<file path="config.mk">
export PLATFORM = sky130hd
export DESIGN_NAME = counter_sequencer_flat
export DESIGN_NICKNAME = d
export VERILOG_FILES = /design/src/rtl/counter_pkg.sv /design/src/rtl/counter_sequencer_if.sv /design/src/rtl/cmd_fifo.sv /design/src/rtl/counter_sequencer.sv /design/src/flat_wrapper.sv
export SDC_FILE = /design/constraint.sdc
export NUM_CORES = 1
export LEC_CHECK = 0
export CAP_MARGIN = 20
export CORE_ASPECT_RATIO = 0.75
export CORE_MARGIN = 2
export CORE_UTILIZATION = 50
export CTS_CLUSTER_SIZE = 24
export DETAILED_ROUTE_END_ITERATION = 6
export PLACE_DENSITY_LB_ADDON = 0.05
export SLEW_MARGIN = 30
export SYNTH_ARGS = -nofsm -noshare
export SYNTH_HDL_FRONTEND = slang
export SYNTH_SLANG_ARGS = --single-unit
</file>
<file path="constraint.sdc">
create_clock -name clk -period 2.2 [get_ports clk]
set_input_delay 0.55 -clock clk [delete_from_list [all_inputs] [get_ports clk]]
set_output_delay 0.55 -clock clk [all_outputs]
set_load 0.005 [all_outputs]
</file>
<file path="src/rtl/counter_pkg.sv">
// ---------------------------------------------------------------------------
// counter_pkg
// Shared definitions for the counter sequencer and the Generic_counter it
// drives: default counter width, default command FIFO depth and the 2-bit
// sequencer state encoding.
// ---------------------------------------------------------------------------
package counter_pkg;

  localparam int DEF_WIDTH = 5;
  localparam int DEF_DEPTH = 2;

  localparam logic [1:0] S_IDLE = 2'd0;
  localparam logic [1:0] S_LOAD = 2'd1;
  localparam logic [1:0] S_RUN  = 2'd2;
  localparam logic [1:0] S_DONE = 2'd3;

  typedef enum logic [1:0] {
    ST_IDLE = S_IDLE,
    ST_LOAD = S_LOAD,
    ST_RUN  = S_RUN,
    ST_DONE = S_DONE
  } state_t;

endpackage

</file>
<file path="src/rtl/counter_sequencer_if.sv">
// ---------------------------------------------------------------------------
// counter_sequencer_if
// Command channel into the sequencer.
//   cmd_valid  producer has a (start, stop) command
//   cmd_ready  sequencer FIFO can take it
//   cmd_start  first count value
//   cmd_stop   last count value (inclusive)
// Handshake: a command transfers on a rising edge where cmd_valid and
// cmd_ready are both high. The producer keeps valid/start/stop stable until
// that edge; ready may change freely and does not depend on valid.
// ---------------------------------------------------------------------------
interface counter_sequencer_if #(
  parameter int WIDTH = counter_pkg::DEF_WIDTH
);
  logic             cmd_valid;
  logic             cmd_ready;
  logic [WIDTH-1:0] cmd_start;
  logic [WIDTH-1:0] cmd_stop;

  modport master (output cmd_valid, output cmd_start, output cmd_stop,
                  input  cmd_ready);
  modport slave  (input  cmd_valid, input  cmd_start, input  cmd_stop,
                  output cmd_ready);
endinterface

</file>
<file path="src/rtl/cmd_fifo.sv">
// ---------------------------------------------------------------------------
// cmd_fifo
// Synchronous FIFO holding packed commands. Show-ahead: o_data is the head
// entry whenever o_empty is low. Push and pop in the same cycle are both
// performed. No bypass: data written at edge N is visible at edge N+1.
// Ports:
//   clk, rst     clock, synchronous active-low reset (empties the FIFO)
//   i_push       write i_data (ignored when full)
//   i_data       entry to write
//   i_pop        discard head entry (ignored when empty)
//   o_data       head entry
//   o_full       DEPTH entries held
//   o_empty      no entries held
// ---------------------------------------------------------------------------
module cmd_fifo #(
  parameter int DW    = 10,
  parameter int DEPTH = 2
) (
  input  logic          clk,
  input  logic          rst,
  input  logic          i_push,
  input  logic [DW-1:0] i_data,
  input  logic          i_pop,
  output logic [DW-1:0] o_data,
  output logic          o_full,
  output logic          o_empty
);

  localparam int AW = $clog2(DEPTH);

  logic [DW-1:0] r_mem [DEPTH];
  // One extra pointer bit separates full from empty when the indices match.
  logic [AW:0]   r_wr_ptr;
  logic [AW:0]   r_rd_ptr;
  logic          w_do_push;
  logic          w_do_pop;

  assign w_do_push = i_push & ~o_full;
  assign w_do_pop  = i_pop  & ~o_empty;

  always_ff @(posedge clk) begin
    if (!rst) begin
      r_wr_ptr <= '0;
      r_rd_ptr <= '0;
    end else begin
      if (w_do_push) r_wr_ptr <= r_wr_ptr + 1'b1;
      if (w_do_pop)  r_rd_ptr <= r_rd_ptr + 1'b1;
    end
  end

  always_ff @(posedge clk) begin
    if (w_do_push) r_mem[r_wr_ptr[AW-1:0]] <= i_data;
  end

  assign o_data  = r_mem[r_rd_ptr[AW-1:0]];
  assign o_empty = (r_wr_ptr == r_rd_ptr);
  assign o_full  = (r_wr_ptr[AW] != r_rd_ptr[AW]) &&
                   (r_wr_ptr[AW-1:0] == r_rd_ptr[AW-1:0]);

endmodule

</file>
<file path="src/rtl/counter_sequencer.sv">
// ---------------------------------------------------------------------------
// counter_sequencer
// Control stage in front of Generic_counter. Queues (start, stop) commands
// and runs them one at a time: load start, count up until the fed-back
// cnt_out equals stop (wrapping modulo 2^WIDTH), then pulse done.
// Ports:
//   clk        rising-edge clock
//   rst        synchronous reset, active-low
//   cmd        command channel (slave side of counter_sequencer_if)
//   pause      freeze the count while running
//   abort      drop the active command and go idle (no done)
//   cnt_out    registered count from the counter
//   cnt_in     load value to the counter (0 when idle)
//   load       counter load strobe
//   enable     counter increment enable
//   busy       a command is being loaded, run or completed
//   done       one-cycle pulse when a command completes
//   dbg_state  current FSM state
// ---------------------------------------------------------------------------
module counter_sequencer import counter_pkg::*; #(
  parameter int WIDTH = DEF_WIDTH,
  parameter int DEPTH = DEF_DEPTH
) (
  input  logic              clk,
  input  logic              rst,
  counter_sequencer_if.slave cmd,
  input  logic              pause,
  input  logic              abort,
  input  logic [WIDTH-1:0]  cnt_out,
  output logic [WIDTH-1:0]  cnt_in,
  output logic              load,
  output logic              enable,
  output logic              busy,
  output logic              done,
  output state_t            dbg_state
);

  state_t             r_state;
  state_t             w_next;
  logic [WIDTH-1:0]   r_start;
  logic [WIDTH-1:0]   r_stop;
  logic               w_push;
  logic               w_pop;
  logic               w_full;
  logic               w_empty;
  logic               w_match;
  logic [2*WIDTH-1:0] w_head;

  assign cmd.cmd_ready = rst & ~w_full;
  assign w_push        = cmd.cmd_valid & cmd.cmd_ready;

  cmd_fifo #(
    .DW    (2*WIDTH),
    .DEPTH (DEPTH)
  ) u_cmd_fifo (
    .clk     (clk),
    .rst     (rst),
    .i_push  (w_push),
    .i_data  ({cmd.cmd_start, cmd.cmd_stop}),
    .i_pop   (w_pop),
    .o_data  (w_head),
    .o_full  (w_full),
    .o_empty (w_empty)
  );

  assign w_match = (cnt_out == r_stop);

  always_ff @(posedge clk) begin
    if (!rst) begin
      r_state <= ST_IDLE;
      r_start <= '0;
      r_stop  <= '0;
    end else begin
      r_state <= w_next;
      if (w_pop) {r_start, r_stop} <= w_head;
    end
  end

  always_comb begin
    w_next = r_state;
    w_pop  = 1'b0;
    load   = 1'b0;
    enable = 1'b0;
    done   = 1'b0;
    case (r_state)
      ST_IDLE: begin
        if (!w_empty) begin
          w_next = ST_LOAD;
          w_pop  = 1'b1;
        end
      end
      ST_LOAD: begin
        load   = 1'b1;
        w_next = ST_RUN;
      end
      ST_RUN: begin
        // Stop incrementing on the match cycle so the counter rests on stop.
        enable = ~pause & ~w_match;
        if (w_match) w_next = ST_DONE;
      end
      ST_DONE: begin
        done = 1'b1;
        // Chain straight into the next queued command without an IDLE cycle.
        if (!w_empty) begin
          w_next = ST_LOAD;
          w_pop  = 1'b1;
        end else begin
          w_next = ST_IDLE;
        end
      end
      default: w_next = ST_IDLE;
    endcase
    // Abort overrides every transition; the queued commands stay put.
    if (abort) begin
      w_next = ST_IDLE;
      w_pop  = 1'b0;
      enable = 1'b0;
      done   = 1'b0;
    end
    // Outputs are quiet for the whole time reset is held.
    if (!rst) begin
      w_pop  = 1'b0;
      load   = 1'b0;
      enable = 1'b0;
      done   = 1'b0;
    end
  end

  assign busy      = rst & (r_state != ST_IDLE);
  assign cnt_in    = (!rst || r_state == ST_IDLE) ? '0 : r_start;
  assign dbg_state = r_state;

endmodule

</file>
<file path="src/flat_wrapper.sv">
// flat-port wrapper written by rule: the top's interface ports become plain ports
module counter_sequencer_flat import counter_pkg::*;
#(
  parameter int WIDTH = DEF_WIDTH,
  parameter int DEPTH = DEF_DEPTH
)
  (clk, rst, pause, abort, cnt_out, cnt_in, load, enable, busy, done, dbg_state, cmd_cmd_valid, cmd_cmd_start, cmd_cmd_stop, cmd_cmd_ready);
  counter_sequencer_if #(.WIDTH(WIDTH)) cmd_i ();
  input  logic clk;
  input  logic rst;
  input  logic pause;
  input  logic abort;
  input  logic [WIDTH-1:0] cnt_out;
  output logic [WIDTH-1:0] cnt_in;
  output logic load;
  output logic enable;
  output logic busy;
  output logic done;
  output state_t dbg_state;
  input wire logic [$bits(cmd_i.cmd_valid)-1:0] cmd_cmd_valid;
  input wire logic [$bits(cmd_i.cmd_start)-1:0] cmd_cmd_start;
  input wire logic [$bits(cmd_i.cmd_stop)-1:0] cmd_cmd_stop;
  output wire logic [$bits(cmd_i.cmd_ready)-1:0] cmd_cmd_ready;
  assign cmd_i.cmd_valid = cmd_cmd_valid;
  assign cmd_i.cmd_start = cmd_cmd_start;
  assign cmd_i.cmd_stop = cmd_cmd_stop;
  assign cmd_cmd_ready = cmd_i.cmd_ready;
  counter_sequencer #(.WIDTH(WIDTH), .DEPTH(DEPTH)) u_core (.clk(clk), .rst(rst), .cmd(cmd_i), .pause(pause), .abort(abort), .cnt_out(cnt_out), .cnt_in(cnt_in), .load(load), .enable(enable), .busy(busy), .done(done), .dbg_state(dbg_state));
endmodule
</file>
==> impl_metrics.toml, run 1 <==
[placement]
place_ws_ps = -529.2
place_area_mm2 = 0.002009
gp_congestion = 0.7623
port_buffers = 31
hpwl_um = 2122

[sta]
clock.fmax_ghz = 0.4674
max_slew_margin_pct = 70.12
rsz0062_at_grt = "no"
worst_slack_ps = 60.54
fin_crit_sh_pct = 97.25
hold_viol = 0
fin_skew_ps = 4.885
min_period_ps = 2139
slew_viol_final = 0
worst_pin_slew_ps = 445.1
setup_viol = 0

[route]
drc = 0
vias_per_cell = 5.200
vias = 1092
first_pass_iters = 4
drt_iter0_markers = 72
wl_per_cell_um = 14.14
drt.antenna.violating_nets = 0
drt-total-wl_um = 2969

[setup_path]
crit_required_ps = 1650
r2r_slack_ps = 600
cpPeakStageDelay_ps = 490
cp-start-kind = "flip-flop"
timing.rr.end = "u_core.dbg_state[1]"
crit_slowest_cell = "clkdlybuf4s50_1"
path_class = "flip-flop to output pin"
worst_r2r_startpoint = "u_core.u_cmd_fifo.r_rd_ptr[0]"
cp.arrival_ps = 1590
worstSetupEndpointType = "output pin"
worstRegToRegCells = 5
path_cells = "buf_4 -> ha_1 -> and2_1 -> clkdlybuf4s50_1"
cp_max_fo = 6

[synthesis]
synth_commonest_cells = "edfxtp_1, dfxtp_1, nand2_1"
synth_area_mm2 = 0.001592
seq_area_frac_synth_pct = 57.86
synth_edf_count = 20
syn-instance-count = 128
syn-num-nets = 152
ys.warnings.count = 0
ys.flop_type = "edfxtp_1"
synth_top_area_cell = "edfxtp_1"
ys_types = 26
syn-mean-instance-area_um2 = 12.43
ys_top_cells_by_area = "edfxtp_1, dfxtp_1, mux2i_1"
synth_top_area_share_pct = 37.74
synth_most_common_cell = "edfxtp_1"
async_reset_ff_share_pct = 0
ys_ff_latch = 36

[floorplanning]
num_io_pins = 32
die_area_mm2 = 0.003655
die_w_um = 69.15
die_h_um = 52.86
core_area_mm2 = 0.002978
rows = 17
start_util_pct = 53.45

[global_route]
antenna_found_initial = 0
grt_pass1_wl_um = 4961
grt_overflow = 0
grt_pass1_vias = 1035
track_usage_pct = 18.89
grt_max_degree = 22

[run_status]
outcome = "finished clean"

[hold_path]
hold_path.class = "flip-flop to flip-flop"
hold_path_depth = 1
holdCritStartpoint = "u_core.r_start[2]"
whs_endpoint = "u_core.r_start[2]"

[clock_tree]
cts_tree = "built"
ctsHoldBuffers = 0
htree_levels = 2
cts_made_buffers = 5
clock_latency_ps = 280
clockRootBuffer = "clkbuf_8"
cts_sinks = 36
path_clk_slew_ps = 70
clk_path_buf_depth = 2

[finish]
syn_to_final_growth_pct = 37.19
fillers = 223
n_antenna_cell = 0
drive_gt1_share_pct = 18.02
fin_nets = 195
fin_area_mm2 = 0.002183

[power_and_ir_drop]
leakagePower_nw = 0.9615
p_comb_share_pct = 16.0
peakVddDrop_v = 0.0004952
clock_power_share_pct = 34.9
sw_frac_of_total_pct = 22.02
powerDensity_mw_per_mm2 = 720.1
internal-power_mw = 1.226
finalPower_mw = 1.572
seqPwrFrac_pct = 49.1
p_switching_uw = 346.2

[job]
maxCapViolations = 0
==> area by class of cell <==
| type | instances | area [um2] | area share [%] |
|---|---|---|---|
| clock buffer | 6 | 72.57 | 3.324 |
| clock inverter | 2 | 35.03 | 1.605 |
| inverter | 3 | 11.26 | 0.5158 |
| multi-input combinational | 82 | 669.4 | 30.66 |
| sequential | 36 | 923.4 | 42.29 |
| tap | 38 | 47.55 | 2.178 |
| timing repair buffer | 43 | 424.2 | 19.43 |
==> through the flow <==
step	TNS [ps]	hold slack, ps	std cells	util [%]
final	0	490.7	210	73.32
after global placement	-3002	475.0	199	67.48
after detailed placement	-3523	478.4	199	67.48
after floorplan	0	463.9	128	-
after global routing	0	515.4	210	73.32
after CTS	-39.64	494.2	210	72.56
==> sequential cells by signal, indices dropped and copies added (netlist names) <==
register                    flops
u_core.u_cmd_fifo.r_mem        20
u_core.r_stop                   5
u_core.dbg_state                2
u_core.u_cmd_fifo.r_wr_ptr      2
u_core.r_start                  5
u_core.u_cmd_fifo.r_rd_ptr      2
==> worst max-delay path, delay by kind of cell (launching register included) <==
kind / cells / cell delay [ps]
adders and majority gates: 1 / 190
buffers and inverters: 2 / 630
DFF: 1 / 340
and+or+nand+nor: 1 / 150
==> layer usage <==
layer	GRT usage [%]	vias up	part of all wire, %
li1	-	541	-
met1	24.36	511	45
met2	28.69	36	48
met3	8.000	4	5.7
met4	6.863	0	1.2
met5	0	-	0
==> repair_timing <==
| action | CTS | global route |
|---|---|---|
| gates resized for setup | 28 | 5 |
| pin swaps | 4 | 1 |
| hold endpoints to repair | 0 | 0 |
| endpoints found under the setup margin | 10 | 2 |
| buffers inserted | 3 | 0 |
==> cells by family after synthesis <==
group / Yosys count / synth area share (%)
AO/OA/AOI/OAI: 20 / 11.79
XOR/XNOR: 12 / 6.604
adder cells (fa/ha/maj): 4 / 3.145
buffers and inverters: 10 / 2.751
flip-flops: 36 / 57.86
multiplexers: 12 / 7.547
AND/OR/NAND/NOR: 34 / 10.30
==> worst max path at each step <==
stage | from | to | slack, ps | cells after the start
floorplan | rst | enable | 380 | 4
detailed placement | rst | enable | -530 | 5
CTS | cnt_out[1] | enable | -40 | 6
global placement | rst | enable | -430 | 5
finish | u_core.dbg_state[0] | done | 60 | 4
global route | u_core.dbg_state[0] | done | 10 | 4
==> cells in the final DEF, fill, tap and decap left out, types with 2 or more instances in the layout <==
cell type,netlist,layout
edfxtp_1,20,20
clkdlybuf4s50_1,0,17
nand2_1,15,15
dfxtp_1,16,14
mux2i_1,12,12
and2_1,10,10
o211a_1,10,10
dlygate4sd2_1,0,9
buf_4,0,8
xnor2_1,9,7
clkbuf_8,0,5
nor2_1,4,4
xor2_1,3,3
ha_1,4,3
dlymetal6s2s_1,0,3
nor2b_4,0,2
o211ai_1,2,2
inv_2,0,2
xnor2_2,0,2
buf_12,0,2
buf_6,0,2
dfxtp_2,0,2
==> power groups by stage <==
stage / sequential, mW / combinational (mW) / clock, mW
after detailed placement: 0.784 / 0.235 / 0
after global placement: 0.782 / 0.229 / 0
after floorplan: 0.781 / 0.134 / 0
final: 0.772 / 0.251 / 0.549
after global routing: 0.775 / 0.275 / 0.600
after CTS: 0.771 / 0.250 / 0.566
Power figures use the tool's default switching activity.
==> run 2: changes to the inputs <==
- CTS_CLUSTER_SIZE: 24 -> 10
- SETUP_SLACK_MARGIN: unset -> 0.05
==> impl_metrics.toml, run 2 (synthesis gave the netlist of run 1 again) <==
[power_and_ir_drop]
leakagePower_nw = 0.9869
peakVddDrop_v = 0.0004939
finalPower_mw = 1.571
powerDensity_mw_per_mm2 = 718.4

[clock_tree]
ctsHoldBuffers = 0
clockRootBuffer = "clkbuf_8"
clock_latency_ps = 280
clk_path_buf_depth = 2
cts_sinks = 36
path_clk_slew_ps = 70
htree_levels = 2
cts_made_buffers = 5
cts_tree = "built"

[global_route]
grt_overflow = 0
antenna_found_initial = 0
grt_pass1_vias = 1035
track_usage_pct = 18.89
gr-usage-met2_pct = 28.69
grtUsageMet1_pct = 24.36
use_met3_pct = 8.000
grt_pass1_wl_um = 4961
top_usage_layer = "met2"
grt_max_degree = 22

[floorplanning]
rows = 17
num_io_pins = 32
die_area_mm2 = 0.003655
core_area_mm2 = 0.002978
die_h_um = 52.86
die_w_um = 69.15
start_util_pct = 53.45

[route]
drt_iter0_markers = 74
drt.antenna.violating_nets = 0
drt-total-wl_um = 3013
first_pass_iters = 5
vias_per_cell = 5.143
vias = 1080
drc = 0
wl_per_cell_um = 14.35

[setup_path]
cp.arrival_ps = 1520
crit_slowest_cell = "dlygate4sd2_1"
crit_required_ps = 1650
worstSetupEndpointType = "output pin"
crit_family = "buffers and inverters"
cp_max_fo = 2
path_buf_inv = 2
path_class = "primary input to output pin"
path_cells = "dlygate4sd2_1 -> xnor2_1 -> nand3_1 -> o211ai_1 -> nor2_1 -> buf_2"
cp-start-kind = "primary input"
cpPeakStageDelay_ps = 240

[finish]
fin_nets = 195
largest_register_ffs = 20
layout_common_cells = "edfxtp_1, nand2_1, clkdlybuf4s50_1"
syn_to_final_growth_pct = 37.42
n_antenna_cell = 0
drive_gt1_share_pct = 18.60
layout_commonest_cell = "edfxtp_1"

[run_status]
outcome = "finished clean"

[placement]
hpwl_um = 2122
port_buffers = 31
gp_congestion = 0.7623

[sta]
setup_tns_ps = 0
slew_viol_final = 0
clock.fmax_ghz = 0.4830
fin_crit_sh_pct = 94.11
hold_viol = 0
fin_skew_ps = 5.575
worst_pin_slew_ps = 420.1
setup_viol = 0
max_slew_margin_pct = 71.79
min_period_ps = 2070
rsz0062_at_grt = "no"

[hold_path]
hold_path.class = "flip-flop to flip-flop"

[job]
maxCapViolations = 0
-- run 2: cell types whose count changed in the layout (fill, tap and decap cells not counted), sizes merged --
cell,delta
clkdlybuf4s50,-2
dlygate4sd2,+1
dlymetal6s2s,+1
-- run 2: path summary, 6_finish.rpt --
path                                 start                   to  slack [ps]  cells after the start
min                      u_core.r_start[2]    u_core.r_start[2]         490                      1
max                             cnt_out[0]               enable         130                      6
max reg2reg  u_core.u_cmd_fifo.r_rd_ptr[0]  u_core.dbg_state[1]         600                      5
min reg2reg              u_core.r_start[2]    u_core.r_start[2]         490                      1
-- run 2: worst register-to-register path: cells and delay by family, from the launching register on --
family,cells,cell delay [ps]
AO/OA/AOI/OAI,1,400
flip-flops,1,360
buffers and inverters,1,240
multiplexers,1,230
XOR/XNOR,1,210
AND/OR/NAND/NOR,1,100
-- run 2: power by group --
| part | switching [mW] | internal (mW) |
|---|---|---|
| sequential | 0.0202 | 0.751 |
| combinational | 0.113 | 0.138 |
| clock | 0.213 | 0.336 |
-- run 2: cell type report --
class                   instances  area [um2]
clock buffers                   6       72.57
clock inverters                 2       35.03
fillers                       227       790.8
inverters                       3       11.26
multi-input cells              82       671.9
flip-flops and latches         36       923.4
well taps                      38       47.55
repair buffers                 43       425.4
-- run 2: through the flow --
| stage | std cells | instance area [um2] | util (%) | hold slack, ps | worst slack, ps |
|---|---|---|---|---|---|
| floorplan | 128 | 1592 | - | 463.9 | 375.3 |
| global placement | 199 | 2009 | 67.48 | 475.0 | -429.1 |
| detailed placement | 199 | 2009 | 67.48 | 478.4 | -529.2 |
| CTS | 210 | 2160 | 72.52 | 494.2 | -39.64 |
| global route | 210 | 2187 | 73.45 | 515.4 | 57.91 |
| finish | 210 | 2187 | 73.45 | 490.6 | 129.5 |
-- run 2: routing by layer --
layer | vias to the layer above | part of all wire (%)
li1 | 538 | -
met1 | 508 | 47
met2 | 32 | 47
met5 | - | 0
met4 | 0 | 0.70
met3 | 2 | 5.1
-- run 2: what timing repair did --
item | in CTS | in global routing
resized for setup | 29 | 7
setup buffers | 3 | 0
pin swaps | 4 | 1
endpoints found under the setup margin | 10 | 3
endpoints found under the hold margin | 0 | 0
